### config.mk
export PLATFORM = sky130hd
export DESIGN_NAME = bus_cmd_ctrl_flat
export DESIGN_NICKNAME = d
export VERILOG_FILES = /design/src/rtl/bus_cmd_ctrl_if.sv /design/src/rtl/bus_cmd_ctrl.sv /design/src/flat_wrapper.sv
export SDC_FILE = /design/constraint.sdc
export NUM_CORES = 1
export LEC_CHECK = 0
export ABC_AREA = 1
export CAP_MARGIN = 20
export CORE_MARGIN = 3
export CORE_UTILIZATION = 48
export DETAILED_ROUTE_END_ITERATION = 12
export GPL_ROUTABILITY_DRIVEN = 0
export PLACE_DENSITY_LB_ADDON = 0.05
export SETUP_SLACK_MARGIN = 0.02
export SLEW_MARGIN = 20
export SYNTH_ARGS = -nofsm -noshare
export SYNTH_HDL_FRONTEND = slang
export SYNTH_SLANG_ARGS = --single-unit
### constraint.sdc
create_clock -name clk -period 1.7 [get_ports clk]
set_input_delay 0.17 -clock clk [delete_from_list [all_inputs] [get_ports clk]]
set_output_delay 0.17 -clock clk [all_outputs]
set_load 0.02 [all_outputs]
### src/rtl/bus_cmd_ctrl_if.sv
// Bus-side signal bundle between the 8088 core and the bus command controller.
// The master modport is the CPU/clocking side, the slave modport is the controller.
interface bus_cmd_ctrl_if;
  logic        clk_en;
  logic [2:0]  s;
  logic [19:0] addr;
  logic        ale;
  logic        mrdc_n;
  logic        mwtc_n;
  logic        iorc_n;
  logic        iowc_n;
  logic        inta_n;
  logic        den;
  logic        dt_r;
  logic        ready;
  logic        halted;
  logic        busy;

  modport master (
    output clk_en, s, addr,
    input  ale, mrdc_n, mwtc_n, iorc_n, iowc_n, inta_n, den, dt_r, ready, halted, busy
  );

  modport slave (
    input  clk_en, s, addr,
    output ale, mrdc_n, mwtc_n, iorc_n, iowc_n, inta_n, den, dt_r, ready, halted, busy
  );
endinterface

### src/rtl/bus_cmd_ctrl.sv
// 8288-style bus command controller. Samples the 8088 status lines on each
// CPU clock tick, walks T1..T4 (with TW wait states and a HALT state) and
// drives ALE, the active-low bus commands, DEN, DT/R and the CPU READY line.
// All outputs are registered and only change on a clk edge with clk_en=1.
// Note: rst_n is active-high despite its name, matching the rest of the system.
module bus_cmd_ctrl #(
  parameter logic [2:0]  MEM_WS   = 3'd0,
  parameter logic [2:0]  ROM_WS   = 3'd1,
  parameter logic [2:0]  IO_WS    = 3'd1,
  parameter logic [2:0]  INTA_WS  = 3'd0,
  parameter logic [19:0] ROM_BASE = 20'hFC000
) (
  input  logic           clk,
  input  logic           rst_n,
  bus_cmd_ctrl_if.slave  bus
);

  typedef enum logic [2:0] {
    ST_IDLE = 3'd0,
    ST_T1   = 3'd1,
    ST_T2   = 3'd2,
    ST_T3   = 3'd3,
    ST_TW   = 3'd4,
    ST_T4   = 3'd5,
    ST_HALT = 3'd6
  } state_t;

  typedef enum logic [2:0] {
    CY_INTA = 3'd0,
    CY_IOR  = 3'd1,
    CY_IOW  = 3'd2,
    CY_MEMR = 3'd3,
    CY_MEMW = 3'd4
  } cyc_t;

  localparam logic [2:0] S_HALT    = 3'b011;
  localparam logic [2:0] S_PASSIVE = 3'b111;

  // Status code to cycle type; instruction fetch (100) runs as a memory read.
  function automatic cyc_t decode_status(input logic [2:0] st);
    cyc_t c;
    case (st)
      3'b000:  c = CY_INTA;
      3'b001:  c = CY_IOR;
      3'b010:  c = CY_IOW;
      3'b110:  c = CY_MEMW;
      default: c = CY_MEMR;
    endcase
    return c;
  endfunction

  // Wait states for the access class of a cycle; memory splits on the ROM window.
  function automatic logic [2:0] wait_states(input cyc_t c, input logic [19:0] a);
    logic [2:0] ws;
    case (c)
      CY_INTA:         ws = INTA_WS;
      CY_IOR, CY_IOW:  ws = IO_WS;
      CY_MEMR,
      CY_MEMW:         ws = (a >= ROM_BASE) ? ROM_WS : MEM_WS;
      default:         ws = MEM_WS;
    endcase
    return ws;
  endfunction

  // Active-high one-hot command select: bit0 INTA, 1 IORC, 2 IOWC, 3 MRDC, 4 MWTC.
  function automatic logic [4:0] cmd_onehot(input cyc_t c);
    logic [4:0] v;
    case (c)
      CY_INTA: v = 5'b00001;
      CY_IOR:  v = 5'b00010;
      CY_IOW:  v = 5'b00100;
      CY_MEMR: v = 5'b01000;
      CY_MEMW: v = 5'b10000;
      default: v = 5'b00000;
    endcase
    return v;
  endfunction

  function automatic logic is_write(input cyc_t c);
    return (c == CY_IOW) || (c == CY_MEMW);
  endfunction

  state_t     state_r, state_s;
  cyc_t       cyc_r, cyc_s;
  logic [2:0] wcnt_r, wcnt_s;
  logic       armed_r, armed_s;

  logic       ale_s, den_s, dt_r_s, ready_s, halted_s, busy_s;
  logic [4:0] cmd_s;
  logic       ale_r, den_r, dt_r_r, ready_r, halted_r, busy_r;
  logic [4:0] cmd_n_r;

  // State register: sequencer state, latched cycle type, wait counter, arm flag.
  always_ff @(posedge clk or posedge rst_n) begin
    if (rst_n) begin
      state_r <= ST_IDLE;
      cyc_r   <= CY_MEMR;
      wcnt_r  <= 3'd0;
      armed_r <= 1'b0;
    end else if (bus.clk_en) begin
      state_r <= state_s;
      cyc_r   <= cyc_s;
      wcnt_r  <= wcnt_s;
      armed_r <= armed_s;
    end
  end

  // Next-state logic: a cycle only starts after passive status has been seen.
  always_comb begin
    state_s = state_r;
    cyc_s   = cyc_r;
    wcnt_s  = wcnt_r;
    armed_s = armed_r;
    if (bus.clk_en) begin
      if (bus.s == S_PASSIVE) begin
        armed_s = 1'b1;
      end else begin
        armed_s = armed_r;
      end
      case (state_r)
        ST_IDLE: begin
          if (armed_r && (bus.s == S_HALT)) begin
            state_s = ST_HALT;
            armed_s = 1'b0;
          end else if (armed_r && (bus.s != S_PASSIVE)) begin
            state_s = ST_T1;
            cyc_s   = decode_status(bus.s);
            armed_s = 1'b0;
          end else begin
            state_s = ST_IDLE;
          end
        end
        ST_T1: begin
          wcnt_s  = wait_states(cyc_r, bus.addr);
          state_s = ST_T2;
        end
        ST_T2: begin
          state_s = ST_T3;
        end
        ST_T3, ST_TW: begin
          if (wcnt_r != 3'd0) begin
            state_s = ST_TW;
            wcnt_s  = wcnt_r - 3'd1;
          end else begin
            state_s = ST_T4;
          end
        end
        ST_T4: begin
          state_s = ST_IDLE;
        end
        ST_HALT: begin
          if (bus.s == S_PASSIVE) begin
            state_s = ST_IDLE;
          end else if (bus.s != S_HALT) begin
            state_s = ST_T1;
            cyc_s   = decode_status(bus.s);
            armed_s = 1'b0;
          end else begin
            state_s = ST_HALT;
          end
        end
        default: begin
          state_s = ST_IDLE;
          wcnt_s  = 3'd0;
        end
      endcase
    end else begin
      state_s = state_r;
    end
  end

  // Output decode from the upcoming state so every output is a clean register.
  always_comb begin
    ale_s    = 1'b0;
    cmd_s    = 5'b00000;
    den_s    = 1'b0;
    dt_r_s   = 1'b1;
    ready_s  = 1'b1;
    halted_s = 1'b0;
    busy_s   = (state_s != ST_IDLE);
    case (state_s)
      ST_IDLE: begin
        dt_r_s = 1'b1;
      end
      ST_T1: begin
        ale_s  = 1'b1;
        dt_r_s = is_write(cyc_s);
      end
      ST_T2: begin
        cmd_s  = cmd_onehot(cyc_s);
        den_s  = 1'b1;
        dt_r_s = is_write(cyc_s);
      end
      ST_T3, ST_TW: begin
        cmd_s   = cmd_onehot(cyc_s);
        den_s   = 1'b1;
        dt_r_s  = is_write(cyc_s);
        ready_s = (wcnt_s == 3'd0);
      end
      ST_T4: begin
        dt_r_s = is_write(cyc_s);
      end
      ST_HALT: begin
        halted_s = 1'b1;
      end
      default: begin
        busy_s = 1'b0;
      end
    endcase
  end

  // Output registers, advanced only on CPU ticks.
  always_ff @(posedge clk or posedge rst_n) begin
    if (rst_n) begin
      ale_r    <= 1'b0;
      cmd_n_r  <= 5'b11111;
      den_r    <= 1'b0;
      dt_r_r   <= 1'b1;
      ready_r  <= 1'b1;
      halted_r <= 1'b0;
      busy_r   <= 1'b0;
    end else if (bus.clk_en) begin
      ale_r    <= ale_s;
      cmd_n_r  <= ~cmd_s;
      den_r    <= den_s;
      dt_r_r   <= dt_r_s;
      ready_r  <= ready_s;
      halted_r <= halted_s;
      busy_r   <= busy_s;
    end
  end

  assign bus.ale    = ale_r;
  assign bus.inta_n = cmd_n_r[0];
  assign bus.iorc_n = cmd_n_r[1];
  assign bus.iowc_n = cmd_n_r[2];
  assign bus.mrdc_n = cmd_n_r[3];
  assign bus.mwtc_n = cmd_n_r[4];
  assign bus.den    = den_r;
  assign bus.dt_r   = dt_r_r;
  assign bus.ready  = ready_r;
  assign bus.halted = halted_r;
  assign bus.busy   = busy_r;

endmodule

### src/flat_wrapper.sv
// flat-port wrapper written by rule: the top's interface ports become plain ports
module bus_cmd_ctrl_flat 
#(
  parameter logic [2:0]  MEM_WS   = 3'd0,
  parameter logic [2:0]  ROM_WS   = 3'd1,
  parameter logic [2:0]  IO_WS    = 3'd1,
  parameter logic [2:0]  INTA_WS  = 3'd0,
  parameter logic [19:0] ROM_BASE = 20'hFC000
)
  (clk, rst_n, bus_clk_en, bus_s, bus_addr, bus_ale, bus_mrdc_n, bus_mwtc_n, bus_iorc_n, bus_iowc_n, bus_inta_n, bus_den, bus_dt_r, bus_ready, bus_halted, bus_busy);
  bus_cmd_ctrl_if bus_i ();
  input  logic clk;
  input  logic rst_n;
  input wire logic [$bits(bus_i.clk_en)-1:0] bus_clk_en;
  input wire logic [$bits(bus_i.s)-1:0] bus_s;
  input wire logic [$bits(bus_i.addr)-1:0] bus_addr;
  output wire logic [$bits(bus_i.ale)-1:0] bus_ale;
  output wire logic [$bits(bus_i.mrdc_n)-1:0] bus_mrdc_n;
  output wire logic [$bits(bus_i.mwtc_n)-1:0] bus_mwtc_n;
  output wire logic [$bits(bus_i.iorc_n)-1:0] bus_iorc_n;
  output wire logic [$bits(bus_i.iowc_n)-1:0] bus_iowc_n;
  output wire logic [$bits(bus_i.inta_n)-1:0] bus_inta_n;
  output wire logic [$bits(bus_i.den)-1:0] bus_den;
  output wire logic [$bits(bus_i.dt_r)-1:0] bus_dt_r;
  output wire logic [$bits(bus_i.ready)-1:0] bus_ready;
  output wire logic [$bits(bus_i.halted)-1:0] bus_halted;
  output wire logic [$bits(bus_i.busy)-1:0] bus_busy;
  assign bus_i.clk_en = bus_clk_en;
  assign bus_i.s = bus_s;
  assign bus_i.addr = bus_addr;
  assign bus_ale = bus_i.ale;
  assign bus_mrdc_n = bus_i.mrdc_n;
  assign bus_mwtc_n = bus_i.mwtc_n;
  assign bus_iorc_n = bus_i.iorc_n;
  assign bus_iowc_n = bus_i.iowc_n;
  assign bus_inta_n = bus_i.inta_n;
  assign bus_den = bus_i.den;
  assign bus_dt_r = bus_i.dt_r;
  assign bus_ready = bus_i.ready;
  assign bus_halted = bus_i.halted;
  assign bus_busy = bus_i.busy;
  bus_cmd_ctrl #(.MEM_WS(MEM_WS), .ROM_WS(ROM_WS), .IO_WS(IO_WS), .INTA_WS(INTA_WS), .ROM_BASE(ROM_BASE)) u_core (.clk(clk), .rst_n(rst_n), .bus(bus_i));
endmodule
==> results of run 1 <==
==> timing repair <==
action	CTS	global route
gates resized for setup	23	20
hold buffers	0	0
gates cloned	0	0
endpoints found under the setup margin	7	15
buffers inserted	7	1
pin swaps	14	7
==> power groups by stage <==
stage | combinational (mW) | sequential [mW] | clock [mW]
2_1_floorplan | 1.04 | 0.948 | 0
3_3_place_gp | 1.67 | 0.881 | 0
3_5_place_dp | 1.72 | 0.895 | 0
4_1_cts | 2.03 | 0.906 | 0.257
5_1_grt | 2.42 | 0.940 | 0.292
6_report | 2.22 | 0.917 | 0.262
==> routing by layer <==
layer  share of wire (%)  vias up  GRT usage (%)
li1                    -      734              -
met1                  43      711           30.7
met2                  51       42           44.0
met5                   0        -              0
met4                 2.0        0           7.59
met3                 4.6        7           3.89
==> cell type report <==
type | instances | area share [%]
clock buffer | 3 | 1.08
sequential | 21 | 25.9
timing repair buffer | 60 | 25.3
multi-input combinational | 145 | 40.8
tap | 30 | 1.80
inverter | 25 | 4.85
clock inverter | 1 | 0.240
==> tightest hold or removal path: stages <==
cell and delay (ns):
clkdlybuf4s50_1 0.39, inv_1 0.05, buf_4 0.27
==> cells in the mapped netlist <==
cell type	count
nor2_1	36
o21ai_0	5
nand2_1	49
inv_1	19
a22oi_1	1
nor3_1	2
o22ai_1	1
nand3_1	11
buf_2	1
inv_2	5
dfstp_2	9
clkbuf_8	1
nand2_4	1
nand2_2	10
a21oi_2	3
o211ai_1	2
buf_4	1
nand3b_1	1
inv_8	1
nand3_2	5
a21oi_1	8
buf_6	2
dfrtp_1	12
nand4_1	2
ha_1	2
o21bai_1	1
nor2_2	3
xor2_1	2
==> through the flow <==
stage          area (um^2)  instances  hold WS [ns]
2_1_floorplan         1400        196         0.140
3_3_place_gp          1840        273         0.456
3_5_place_dp          1840        273         0.462
4_1_cts               2020        284         0.171
5_1_grt               2090        285         0.180
6_report              2090        285         0.150
==> registers in the layout (all words and copies together), names as in the netlist, 3 cells and up <==
signal and count:
u_core.cyc_r 3, u_core.cmd_n_r 5, u_core.wcnt_r 3, u_core.state_r 3
==> cells by family (layout without fill, tap and decap cells) <==
kind of cell | count (synthesis) | count (layout)
xor+xnor | 2 | 2
compound gates | 21 | 21
flops | 21 | 21
fa+ha+maj | 2 | 2
simple gates | 120 | 120
buf+inv | 30 | 89
==> how the worst max path moves through the flow <==
stage	from	endpoint	slack (ns)	cells after the start
3_5_place_dp	bus_s[0]	u_core.bus.dt_r	-0.23	14
2_1_floorplan	u_core.state_r[0]	u_core.bus.dt_r	0.21	14
4_1_cts	u_core.state_r[1]	u_core.bus.dt_r	0.01	9
5_1_grt	u_core.state_r[0]	u_core.bus.ready	-0.15	13
6_report	u_core.state_r[0]	u_core.bus.ready	-0.09	14
3_3_place_gp	bus_s[0]	u_core.bus.dt_r	-0.20	14
==> flow_metrics.py, run 1 <==
metrics = {
    "sta": {
        "clock.fmax_mhz": 557,
        "finalWorstSetupSlack_ns": -0.0944,
        "hold_viol_final": 0,
        "setup_viol": 4,
        "period_minus_slack_ns": 1.79,
        "slew_headroom_pct": 81.7,
        "tightestPinTransition_ns": 0.274,
        "period_share_pct": 106,
        "tns_ns": -0.187,
        "skew_ns": 0.00338,
        "maxSlewViolCount": 0,
        "rsz0062_at_grt": "yes",
    },
    "power_and_ir_drop": {
        "swShare_pct": 47.1,
        "ir_drop_mv": 1.34,
        "p_sw_mw": 1.60,
        "p_leak_nw": 1.02,
        "p_clk_share_pct": 7.7,
        "powerDensity_nw_per_um2": 1630,
        "total_power_mw": 3.40,
        "comb_power_share_pct": 65.3,
        "p_seq_share_pct": 27.0,
        "power.internal_mw": 1.80,
    },
    "yosys": {
        "synth_top_family_by_area": "simple AND/OR/NAND/NOR gates",
        "yosysTopAreaCellShare_pct": 21.4,
        "netlist_instances": 196,
        "seq_area_frac_synth_pct": 38.2,
        "synth.net_count": 224,
        "synth-simple-area-share_pct": 38.9,
        "synth.area.top_cells": "dfrtp_1, dfstp_2, nand2_1, nor2_1, inv_1",
        "synth-warning-count": 0,
        "synth-seq-cells": 21,
        "synthMuxAreaShare_pct": 0,
        "synth-compound-area-share_pct": 9.09,
        "yosysTopAreaCell": "dfrtp_1",
        "synthesis.area_um2": 1400,
        "synthXorXnorAreaFrac_pct": 1.25,
        "synthAdderAreaFrac_pct": 1.78,
        "avgSynthCellArea_um2": 7.16,
        "synth.distinct_cells": 28,
    },
    "setup_path": {
        "worst_ep_required_time_ns": 1.98,
        "cp_top_family": "simple AND/OR/NAND/NOR gates",
        "r2r-start": "u_core.state_r[0]",
        "ff2ff_setup_slack_ns": -0.09,
        "r2r-end": "u_core.bus.ready",
        "ff2ff_path_depth": 14,
        "cp_cell_sequence": "buf_6 > nand2_1 > nand2_1 > nor2_1 > nor2_1 > nand2_1 > a21oi_4 > inv_2 > buf_4 > nand3_1 > nand2_1 > nand2_1 > nand2_1 > nand2_1",
        "cp_common_cell": "nand2_1",
        "slowest_stage": "dfrtp_2",
        "worst-path-buf-inv": 3,
        "critPathLaunchType": "register",
        "crit_type": "reg -> reg",
        "max_stage_delay_ns": 0.47,
        "crit_fanout": 5,
        "worstSetupEndpointType": "register",
        "arrival_ns": 2.08,
    },
    "outcome": {
        "failed_checks": "negative setup slack",
        "status": "finished, violations left",
    },
    "cts": {
        "htree_levels": 1,
        "cts_tree": "done",
        "path_clk_slew_ns": 0.13,
        "cts_sinks": 21,
        "cts_inserted_buffers": 3,
        "clockRootBuffer": "clkbuf_4",
        "clk_path_buf_depth": 2,
        "clk_latency_ns": 0.33,
    },
    "die": {
        "die_h_um": 60.1,
        "boundaryPins": 37,
        "initial_core_util_pct": 53.3,
        "coreArea_um2": 2640,
        "row_count": 18,
        "die-area_um2": 3610,
        "die_w_um": 60.1,
    },
    "routing": {
        "drc": 0,
        "wl_um": 4030,
        "drt_first_pass_iters": 4,
        "vias": 1494,
        "via_per_inst": 5.24,
        "wl_per_cell_um": 14.1,
        "drtAntennaViolNets": 0,
        "drt_iter0_drc": 65,
    },
    "final_layout": {
        "fillCellCount": 188,
        "syn_to_final_growth_pct": 48.8,
        "layout_commonest_cell": "nand2_1",
        "utilization_pct": 79.3,
        "final_cell_mix": "nand2_1, buf_4, nor2_1",
        "seqCellArea_um2": 541,
        "multi_input_area_um2": 853,
        "antenna_cells": 0,
        "layout-drive-gt1-share_pct": 39.6,
        "nets": 284,
    },
    "global_routing": {
        "grt_max_degree": 22,
        "grt_pass1_vias": 1533,
        "antenna_found_initial": 0,
        "overflow": 0,
        "grt_pass1_wl_um": 6760,
        "track_usage_pct": 24.8,
    },
    "placed_design": {
        "port_buffers": 22,
        "post-dp-hpwl_um": 2670,
        "post-place-ws_ns": -0.233,
    },
    "job": {
        "maxCapViolCount": 0,
    },
    "worst_hold_path": {
        "min_path_type": "in -> async",
    },
}
Note: power is estimated with default switching activity, not from simulation.
==> run 2: changes to the inputs <==
Settings changed: CELL_PAD_IN_SITES_DETAIL_PLACEMENT from default to 2, CELL_PAD_IN_SITES_GLOBAL_PLACEMENT from default to 2, CORE_MARGIN 3 to 10, CORE_UTILIZATION 48 to 26.
==> flow_metrics.py, run 2 (synthesized netlist as in run 1, its figures left out) <==
metrics = {
    "setup_path": {
        "crit_type": "reg -> reg",
        "critPathLaunchType": "register",
        "worstSetupEndpointType": "register",
        "worst_ep_required_time_ns": 1.89,
        "crit_fanout": 6,
        "arrival_ns": 1.95,
    },
    "cts": {
        "path_clk_slew_ns": 0.08,
        "clk_path_buf_depth": 2,
        "cts_inserted_buffers": 3,
        "clk_latency_ns": 0.26,
        "cts_tree": "done",
        "hold_buffers": 0,
        "clockRootBuffer": "clkbuf_8",
        "cts_sinks": 21,
        "htree_levels": 1,
    },
    "power_and_ir_drop": {
        "p_leak_nw": 1.01,
        "power.internal_mw": 1.94,
        "p_sw_mw": 1.74,
        "powerDensity_nw_per_um2": 1660,
        "swShare_pct": 47.2,
        "comb_power_share_pct": 65.4,
        "p_clk_share_pct": 9.0,
        "total_power_mw": 3.68,
        "ir_drop_mv": 0.650,
        "p_seq_share_pct": 25.7,
    },
    "final_layout": {
        "regMostFlops": "u_core.cmd_n_r",
        "syn_to_final_growth_pct": 58.2,
        "layout-drive-gt1-share_pct": 45.2,
        "fillCellCount": 567,
        "utilization_pct": 42.9,
        "nets": 281,
        "final_cell_mix": "nand2_1, buf_4, nor2_1, clkdlybuf4s50_1, inv_1",
        "multi_input_area_um2": 941,
        "largest_reg_flops": 5,
        "antenna_cells": 0,
        "layout_commonest_cell": "nand2_1",
        "seqCellArea_um2": 541,
    },
    "routing": {
        "drtAntennaViolNets": 0,
        "wl_um": 5320,
        "vias": 1495,
        "drt_iter0_drc": 36,
        "drc": 0,
        "drt_first_pass_iters": 2,
        "wl_per_cell_um": 16.5,
        "via_per_inst": 4.64,
    },
    "placed_design": {
        "post-dp-hpwl_um": 3950,
        "port_buffers": 22,
    },
    "sta": {
        "skew_ns": 0.00121,
        "tightestPinTransition_ns": 0.302,
        "clock.fmax_mhz": 570,
        "rsz0062_at_grt": "yes",
        "whs_ns": 0.252,
        "setup_viol": 6,
        "period_share_pct": 103,
        "period_minus_slack_ns": 1.75,
        "slew_headroom_pct": 79.7,
        "finalWorstSetupSlack_ns": -0.0540,
        "hold_viol_final": 0,
        "maxSlewViolCount": 0,
    },
    "die": {
        "die_h_um": 93.5,
        "coreArea_um2": 5170,
        "die-area_um2": 8740,
        "initial_core_util_pct": 27.1,
        "boundaryPins": 37,
        "die_w_um": 93.5,
        "row_count": 26,
    },
    "job": {
        "maxCapViolCount": 0,
    },
    "worst_hold_path": {
        "min_path_type": "in -> async",
    },
    "global_routing": {
        "grt_pass1_wl_um": 8830,
        "grt_pass1_vias": 1744,
        "grt_max_degree": 22,
        "track_usage_pct": 12.5,
        "antenna_found_initial": 0,
        "overflow": 0,
    },
    "outcome": {
        "status": "finished, violations left",
        "failed_checks": "negative setup slack",
    },
}
run 2: power groups by stage:
stage | registers, mW | logic (mW) | clock network (mW)
6_report | 0.945 | 2.40 | 0.329
3_3_place_gp | 0.895 | 1.75 | 0
3_5_place_dp | 0.919 | 1.81 | 0
4_1_cts | 0.938 | 2.05 | 0.346
5_1_grt | 0.984 | 2.68 | 0.366
2_1_floorplan | 0.948 | 1.04 | 0
run 2: cell type report:
class	instances	share of cell area, %
multi-input cells	145	42.4
flip-flops and latches	21	24.3
repair buffers	57	22.5
inverters	25	4.79
well taps	70	3.94
clock buffers	4	2.03
run 2: worst max-delay path, cell delays in order (launching register included):
cell and delay (ns):
dfrtp_2 0.48, nor2_4 0.20, nand2_4 0.10, nor2_4 0.15, inv_2 0.06, buf_6 0.11, nand2_2 0.05, nand3_2 0.08
nand2_4 0.11, buf_6 0.11, nand2_4 0.06, nor2_4 0.12, a21oi_2 0.05
run 2: final timing paths:
check / depth (start not counted) / slack (ns) / endpoint / start
min: 3 / 0.25 / u_core.bus.den / rst_n
max reg2reg: 12 / -0.05 / u_core.cmd_n_r[1] / u_core.state_r[1]
min reg2reg: 2 / 0.47 / u_core.bus.ready / u_core.bus.ready
max: 12 / -0.05 / u_core.cmd_n_r[1] / u_core.state_r[1]
min in group clk: 5 / 0.42 / u_core.cyc_r[0] / bus_s[2]
max in group asynchronous: 3 / 1.17 / u_core.cyc_r[1] / rst_n
run 2: metrics by stage:
stage / std cells / instance area [um^2] / worst slack, ns / TNS (ns)
3_3_place_gp: 312 / 1880 / -0.259 / -1.98
5_1_grt: 322 / 2220 / -0.200 / -1.45
6_report: 322 / 2220 / -0.0540 / -0.257
2_1_floorplan: 196 / 1400 / 0.209 / 0
4_1_cts: 317 / 2070 / -0.00731 / -0.0138
3_5_place_dp: 312 / 1880 / -0.353 / -2.51
run 2: metal layers:
metal | track usage (%) | up-vias | wire (um)
met3 | 2.16 | 6 | 171
met5 | 0 | - | 0
met4 | 3.47 | 0 | 69
met1 | 14.3 | 743 | 2290
met2 | 23.0 | 23 | 2790
li1 | - | 723 | -
run 2: timing repair:
action	in CTS	in global routing
pin swaps	6	22
gates resized for setup	35	33
setup endpoints to repair	9	10
endpoints found under the hold margin	0	0
setup buffers	1	5
==> run 3: changes to the inputs <==
Settings changed: MAX_ROUTING_LAYER from default to met4.
==> flow_metrics.py, run 3 (synthesized netlist as in run 1, its figures left out) <==
metrics = {
    "outcome": {
        "status": "finished, violations left",
        "failed_checks": "negative setup slack",
    },
    "sta": {
        "hold_viol_final": 0,
        "skew_ns": 0.00122,
        "finalWorstSetupSlack_ns": -0.0540,
        "setup_viol": 6,
        "maxSlewViolCount": 0,
        "period_share_pct": 103,
        "slew_headroom_pct": 79.7,
        "rsz0062_at_grt": "yes",
        "tightestPinTransition_ns": 0.302,
        "whs_ns": 0.247,
        "clock.fmax_mhz": 570,
        "period_minus_slack_ns": 1.75,
    },
    "die": {
        "die_w_um": 93.5,
        "die_h_um": 93.5,
        "coreArea_um2": 5170,
        "die-area_um2": 8740,
        "row_count": 26,
        "boundaryPins": 37,
        "initial_core_util_pct": 27.1,
    },
    "cts": {
        "clockRootBuffer": "clkbuf_8",
        "clk_latency_ns": 0.26,
        "cts_sinks": 21,
        "cts_tree": "done",
        "clk_path_buf_depth": 2,
        "path_clk_slew_ns": 0.08,
        "htree_levels": 1,
        "cts_inserted_buffers": 3,
    },
    "setup_path": {
        "worst_ep_required_time_ns": 1.89,
        "slowest_stage": "dfrtp_2",
        "cp_cell_sequence": "nor2_4 > nand2_4 > nor2_4 > inv_2 > buf_6 > nand2_2 > nand3_2 > nand2_4 > buf_6 > nand2_4 > nor2_4 > a21oi_2",
        "max_stage_delay_ns": 0.49,
        "arrival_ns": 1.95,
        "worstSetupEndpointType": "register",
        "crit_type": "reg -> reg",
        "critPathLaunchType": "register",
        "ff2ff_setup_slack_ns": -0.05,
        "crit_fanout": 6,
    },
    "routing": {
        "vias": 1486,
        "drtAntennaViolNets": 0,
        "wl_um": 5310,
        "via_per_inst": 4.61,
        "drt_first_pass_iters": 2,
        "drc": 0,
        "drt_iter0_drc": 35,
        "wl_per_cell_um": 16.5,
    },
    "global_routing": {
        "overflow": 0,
        "grt_max_degree": 22,
        "grt_pass1_vias": 1750,
        "antenna_found_initial": 0,
        "met2_usage_pct": 23.0,
        "met1_usage_pct": 14.6,
        "gr-max-usage-layer": "met2",
        "track_usage_pct": 12.8,
        "grt_util_met3_pct": 1.60,
        "grt_pass1_wl_um": 8820,
    },
    "worst_hold_path": {
        "min_path_type": "in -> async",
    },
    "power_and_ir_drop": {
        "powerDensity_nw_per_um2": 1660,
        "ir_drop_mv": 0.651,
        "p_leak_nw": 1.01,
    },
    "final_layout": {
        "antenna_cells": 0,
        "syn_to_final_growth_pct": 58.2,
        "layout-drive-gt1-share_pct": 45.2,
        "final_cell_mix": "nand2_1, buf_4, nor2_1, clkdlybuf4s50_1, inv_1",
        "final_cell_area_um2": 2220,
        "layout_commonest_cell": "nand2_1",
        "largest_reg_flops": 5,
        "regMostFlops": "u_core.cmd_n_r",
        "nets": 281,
    },
    "job": {
        "maxCapViolCount": 0,
    },
    "placed_design": {
        "port_buffers": 22,
        "placed_area_um2": 1880,
        "post-dp-hpwl_um": 3950,
    },
}
-- run 3: repair_timing --
item,in CTS,in global routing
buffers inserted,1,5
endpoints found under the hold margin,0,0
pin swaps,6,22
gates resized for setup,35,33
setup endpoints to repair,9,10
hold buffers,0,0
-- run 3: final timing paths --
| path | startpoint | end | cells past startpoint |
|---|---|---|---|
| hold / removal | rst_n | u_core.bus.den | 3 |
| min in group clk | bus_s[2] | u_core.cyc_r[0] | 5 |
| max in group asynchronous | rst_n | u_core.cyc_r[1] | 3 |
| setup reg to reg | u_core.state_r[1] | u_core.cmd_n_r[1] | 12 |
| setup / recovery | u_core.state_r[1] | u_core.cmd_n_r[1] | 12 |
| hold reg to reg | u_core.bus.ready | u_core.bus.ready | 2 |
-- run 3: stage by stage --
| step | std cells | util [%] | total power, mW | worst slack, ns | TNS, ns |
|---|---|---|---|---|---|
| CTS | 317 | 39.9 | 3.33 | -0.00731 | -0.0138 |
| detailed placement | 312 | 36.4 | 2.73 | -0.353 | -2.51 |
| floorplan | 196 | - | 1.99 | 0.209 | 0 |
| finish | 322 | 42.9 | 3.68 | -0.0540 | -0.282 |
| global placement | 312 | 36.4 | 2.64 | -0.259 | -1.98 |
| global route | 322 | 42.9 | 4.02 | -0.200 | -1.44 |
-- run 3: layer usage --
layer	wire length [um]	part of all wire (%)	vias to the layer above
met2	2770	52	23
met5	0	0	-
li1	-	-	723
met4	69	1.3	0
met3	116	2.2	6
met1	2360	44	734
-- run 3: final cells by class --
class	instances	area (um^2)
Clock buffer	4	45.0
Timing Repair Buffer	57	500
Fill cell	567	2950
Inverter	25	106
Tap cell	70	87.6
Sequential cell	21	541
Multi-Input combinational cell	145	941
-- run 3: critical path, delay by kind of cell, from the launching register on --
family / cells / cell delay, ns
AO/OA/AOI/OAI: 1 / 0.05
buffers and inverters: 3 / 0.28
AND/OR/NAND/NOR: 8 / 0.87
flip-flops: 1 / 0.49
-- run 3: power breakdown --
part	internal [mW]	switching (mW)	total (mW)	leakage [nW]
combinational	1.04	1.36	2.41	0.738
sequential	0.735	0.209	0.944	0.247
clock	0.167	0.163	0.330	0.0228
total	1.94	1.74	3.68	1.01
